==> src/rtl/gray_convert_arbiter.sv <==
// gray_convert_arbiter
//
// Two-requester round-robin front end for one shared bit-serial
// Gray-to-binary converter. A granted Gray word is shadowed, then the XOR
// chain is walked MSB-first, one bit per clock. The finished binary word is
// presented with a one-cycle valid strobe and the owning requester's ID.
//
// Ports:
//   clk        single clock, rising-edge
//   rst_n      synchronous active-low reset
//   req0/req1  level requests, held until the matching grant
//   gray0/1    Gray words, stable while the matching req is high
//   gnt0/gnt1  one-cycle capture pulses, never high together
//   bin_out    last completed binary result, held between completions
//   bin_valid  one-cycle pulse when bin_out/bin_id update
//   bin_id     requester that owns bin_out
//   busy       high while a conversion is in flight
module gray_convert_arbiter #(
    parameter int WIDTH = 4
) (
    input  logic             clk,
    input  logic             rst_n,
    input  logic             req0,
    input  logic [WIDTH-1:0] gray0,
    output logic             gnt0,
    input  logic             req1,
    input  logic [WIDTH-1:0] gray1,
    output logic             gnt1,
    output logic [WIDTH-1:0] bin_out,
    output logic             bin_valid,
    output logic             bin_id,
    output logic             busy
);

    localparam int IDX_W = (WIDTH > 2) ? $clog2(WIDTH) : 1;
    localparam logic [IDX_W-1:0] IDX_TOP  = IDX_W'(WIDTH - 1);
    localparam logic [IDX_W-1:0] IDX_ZERO = {IDX_W{1'b0}};
    localparam logic [IDX_W-1:0] IDX_ONE  = IDX_W'(1);

    localparam logic [0:0] ST_IDLE    = 1'b0;
    localparam logic [0:0] ST_CONVERT = 1'b1;

    logic [0:0]       state_r;
    logic [WIDTH-1:0] g_r;
    logic [WIDTH-1:0] b_r;
    logic [IDX_W-1:0] idx_r;
    logic             id_r;
    logic             prio_r;

    logic [WIDTH-1:0] b_above_s;
    logic             next_bit_s;
    logic             pick1_s;
    logic             any_req_s;
    logic [WIDTH-1:0] result_s;

    // One step of the XOR prefix chain: the top bit copies the Gray bit,
    // every lower bit folds in the already-computed binary bit above it.
    function automatic logic xor_step(input logic is_top,
                                      input logic b_above,
                                      input logic g_bit);
        return is_top ? g_bit : (b_above ^ g_bit);
    endfunction

    // Next result bit, arbitration choice and the assembled final word.
    always_comb begin
        // bit i of b_above_s holds b_r[i+1], so idx_r never indexes past MSB
        b_above_s  = {1'b0, b_r[WIDTH-1:1]};
        next_bit_s = xor_step(idx_r == IDX_TOP, b_above_s[idx_r], g_r[idx_r]);
        any_req_s  = req0 | req1;
        if (req0 && req1) begin
            pick1_s = prio_r;
        end else begin
            pick1_s = req1;
        end
        // only meaningful on the idx_r == 0 cycle, where bit 0 is the new bit
        result_s = {b_r[WIDTH-1:1], next_bit_s};
    end

    // Arbiter/converter state machine with registered outputs.
    always_ff @(posedge clk) begin
        if (!rst_n) begin
            state_r   <= ST_IDLE;
            g_r       <= {WIDTH{1'b0}};
            b_r       <= {WIDTH{1'b0}};
            idx_r     <= IDX_ZERO;
            id_r      <= 1'b0;
            prio_r    <= 1'b0;
            gnt0      <= 1'b0;
            gnt1      <= 1'b0;
            bin_out   <= {WIDTH{1'b0}};
            bin_valid <= 1'b0;
            bin_id    <= 1'b0;
            busy      <= 1'b0;
        end else begin
            gnt0      <= 1'b0;
            gnt1      <= 1'b0;
            bin_valid <= 1'b0;
            case (state_r)
                ST_IDLE: begin
                    if (any_req_s) begin
                        state_r <= ST_CONVERT;
                        busy    <= 1'b1;
                        idx_r   <= IDX_TOP;
                        id_r    <= pick1_s;
                        // the loser of this grant gets priority next time
                        prio_r  <= ~pick1_s;
                        if (pick1_s) begin
                            g_r  <= gray1;
                            gnt1 <= 1'b1;
                        end else begin
                            g_r  <= gray0;
                            gnt0 <= 1'b1;
                        end
                    end else begin
                        state_r <= ST_IDLE;
                    end
                end
                ST_CONVERT: begin
                    b_r[idx_r] <= next_bit_s;
                    if (idx_r == IDX_ZERO) begin
                        state_r   <= ST_IDLE;
                        busy      <= 1'b0;
                        bin_out   <= result_s;
                        bin_id    <= id_r;
                        bin_valid <= 1'b1;
                    end else begin
                        idx_r <= idx_r - IDX_ONE;
                    end
                end
                default: begin
                    state_r <= ST_IDLE;
                    busy    <= 1'b0;
                end
            endcase
        end
    end

endmodule

==> config.mk <==
export PLATFORM = sky130hd
export DESIGN_NAME = gray_convert_arbiter
export DESIGN_NICKNAME = d
export VERILOG_FILES = /design/src/rtl/gray_convert_arbiter.sv
export SDC_FILE = /design/constraint.sdc
export NUM_CORES = 1
export LEC_CHECK = 0
export CAP_MARGIN = 5
export CORE_MARGIN = 2
export CORE_UTILIZATION = 40
export DETAILED_ROUTE_END_ITERATION = 6
export PLACE_DENSITY = 0.74
export SYNTH_ARGS = -nofsm -noshare
export SYNTH_HDL_FRONTEND = slang
export SYNTH_SLANG_ARGS = --single-unit
==> constraint.sdc <==
create_clock -name clk -period 1.8 [get_ports clk]
set_clock_uncertainty 0.2 [all_clocks]
set_input_delay 0.18 -clock clk [delete_from_list [all_inputs] [get_ports clk]]
set_output_delay 0.18 -clock clk [all_outputs]
set_load 0.02 [all_outputs]
==> out/qor.txt <==
status: finished, final reports clean
Wirelength per Cell: 12.53 um
flip-flop and latch count after synthesis: 21
cell area after synthesis: 900.9 um^2
Detailed Routing Iterations Pass 1: 4
Core Box Area: 0.002170 mm^2
switching pwr: 0.2661 mW
H-Tree Level Count: 1
CP required: 1.84 ns
cell breakdown of the critical path: mux4_2 > or3_4 > a41oi_2
initial core utilization: 41.52%
max-slew violations: 0
length in cells of the worst reg-to-reg path: 3
reg2reg end: b_r[1]
final core occ: 55.25%
Total Wirelength: 1855 um
CTS max path bufs: 2
ranking of synthesized cells by area: dfxtp_1, nand2_1, a21boi_0
Crit. End Element: flip-flop
initial DRC count: 4
Sink Count: 21
relative slew slack: 65.78%
most area-hungry cell type in the Yosys netlist: dfxtp_1
FILL cells: 203
via count: 768
Net Count, Synth: 111
family with the most delay on the worst path: multiplexers
routability cong.: 0.7828
hold path depth: 2
FMAX: 574.3 MHz
Vias per Instance: 5.189
std cell rows: 17
max-cap violations: 0
final net count: 137
post-detail-place hpwl: 1416 um
Synth Area in Simple Gates: 20.69%
CTS tree: yes
Antenna diodes: 0
area occupied by multi-input gates: 476.7 um^2
Synth Area in XOR/XNOR: 0%
area grow syn2layout: 33.06%
Worst Hold Path EP: g_r[2]
Mapped Cells: 95
largest net degree at the start of global routing: 13
Tmin final: 1.741 ns
Tcrit/Tclk final: 96.73%
PortBufs: 20
die area: 0.002648 mm^2
post-synth cell types: 28
switching share of power: 27.74%
Total GRT Usage: 15.96%
Combinational Power Share: 21.7%
post-synthesis mux area share: 3.750%
Detail Route Antenna Nets: 0
Sequential cell area: 422.9 um^2
sequential area share after synthesis: 46.67%
Die Y: 51.46 um
largest family of logic cells by synthesized area: compound AO/OA/AOI/OAI gates
hold slack: 0.2504 ns
final setup fails: 0
Die Wd: 51.46 um
CP max-delay cell: mux4_2
layout cell share with drive strength beyond 1: 12.50%
worst stage delay on the critical path: 0.52 ns
Clk Latency, worst-skew pair: 0.30 ns
Ports: 21
yosys warns: 0
clock share of power: 23.6%
total grt overflow: 0
Internal: 0.6932 mW
static leakage: 0.5010 nW
Critical Path Fanout Max: 3
vias in the first global route: 723
total CTS buffers: 3
crit start category: flip-flop
global-route wire length before repair: 3111 um
Buf/Inv on CP: 0
RSZ-0062 raised after global routing: yes
Post-Synth Adder-Cell Area: 5.556%
Worst Min Path Start: g_r[2]
RR Startpoint: idx_r[0]
power share of the sequential group: 54.7%
DRC: 0
Tightest Pin Transition: 0.5079 ns
CTS Root Cell: clkbuf_4
crit path DAT: 1.78 ns
CTS clk-pin slew, worst paths: 0.12 ns
pwr dens: 800.3 mW/mm^2
Final Hold Viols: 0
Compound-Gate Fraction of Synth Area: 21.25%
reg2reg setup slack: 0.06 ns
Critical Setup Path Class: reg -> reg
post-synth top area share: 46.67%
HP Class: reg -> reg
Mapped Avg Cell Area: 9.483 um^2
initial antenna violation count: 0
total power: 0.9593 mW
VDD IR max: 0.5216 mV
CTS Hold Buffers Added: 0
[per-stage QoR]
step                      setup slack (ns)  area [um^2]  setup TNS [ns]  cells
after floorplan                   0.002913        900.9               0     95
after global placement             0.08278         1155               0    144
after detailed placement           0.01003         1155               0    144
after CTS                          0.01197         1181               0    148
after global routing             -0.003074         1199       -0.003074    148
final                              0.05885         1199               0    148
[state kept, by name (all words and copies together) (netlist names)]
name and cells:
g_r 4, bin_out 4, bin_valid 1, bin_id 1
gnt0 1, gnt1 1, prio_r 1, b_r 3
busy 1, id_r 1, idx_r 2, state_r 1
[tightest hold or removal path, stage by stage, from the launching register on]
cell and delay [ns]:
dfxtp_1 0.33, nand2_1 0.05, nand2_1 0.04
[cell usage in the layout, fill, tap and decap left out, types with 2 or more instances in the layout]
master,netlist,layout
a21boi_0,7,7
a21o_1,4,4
a22oi_1,2,2
a32oi_1,2,2
a41oi_2,0,2
and2_1,5,5
buf_4,0,4
clkbuf_4,0,3
clkdlybuf4s50_1,0,20
dfxtp_1,21,19
dfxtp_2,0,2
ha_1,4,4
inv_1,2,2
nand2_1,22,22
o211a_1,2,2
o21ai_0,4,4
[synthesized netlist by cell type]
| master | n |
|---|---|
| nor3_1 | 1 |
| mux2_2 | 1 |
| nand2b_1 | 1 |
| a32oi_1 | 2 |
| or3_4 | 1 |
| and4b_1 | 1 |
| inv_1 | 2 |
| and3b_2 | 1 |
| and3_1 | 1 |
| a21o_1 | 4 |
| a22oi_1 | 2 |
| o211a_1 | 2 |
| o21ai_0 | 4 |
| and3b_1 | 1 |
| nand2_1 | 22 |
| nor2b_1 | 1 |
| clkbuf_1 | 3 |
| a31oi_1 | 1 |
| o21bai_1 | 1 |
| nand3_1 | 1 |
| dfxtp_1 | 21 |
| a21oi_1 | 1 |
| ha_1 | 4 |
| a21boi_0 | 7 |
| mux4_2 | 1 |
| a41oi_1 | 2 |
| and2_1 | 5 |
| nor2_1 | 1 |
[power groups by stage]
stage                     clock, mW  sequential [mW]  combinational (mW)
after floorplan                   0            0.543               0.104
after detailed placement          0            0.534               0.201
final                         0.226            0.525               0.208
after global placement            0            0.534               0.196
after CTS                     0.232            0.524               0.202
after global routing          0.242            0.532               0.227
[how the worst max path moves through the flow]
stage | from | slack (ns) | to | cells after the start
after floorplan | idx_r[0] | 0.003 | b_r[1] | 3
after global placement | idx_r[0] | 0.08 | b_r[1] | 3
after detailed placement | req1 | 0.01 | g_r[2] | 5
after CTS | idx_r[0] | 0.01 | b_r[1] | 3
after global routing | idx_r[0] | -0.003 | b_r[2] | 3
final | idx_r[0] | 0.06 | b_r[1] | 3
[cell type report]
type / instances / area share [%]
inverters: 2 / 0.6263
flip-flops and latches: 21 / 35.28
well taps: 28 / 2.923
clock buffers: 4 / 2.192
repair buffers: 24 / 19.21
multi-input cells: 69 / 39.77
[what timing repair did]
action | CTS | global route
buffers inserted | 0 | 0
endpoints found under the setup margin | 0 | 3
gates resized for setup | 0 | 4
[cell families (layout without fill, tap and decap cells)]
family          after synthesis  in the layout
flops                        21             21
fa+ha+maj                     4              4
mux                           2              2
simple gates                 37             37
buf+inv                       5             30
compound gates               26             26
[layer usage]
| metal | up-vias | GRT usage [%] | routed length [um] |
|---|---|---|---|
| met2 | 15 | 25.85 | 888 |
| met5 | - | 0 | 0 |
| li1 | 386 | - | - |
| met4 | 0 | 9.211 | 35 |
| met1 | 363 | 20.40 | 886 |
| met3 | 4 | 1.754 | 45 |
Power figures use the tool's default switching activity.
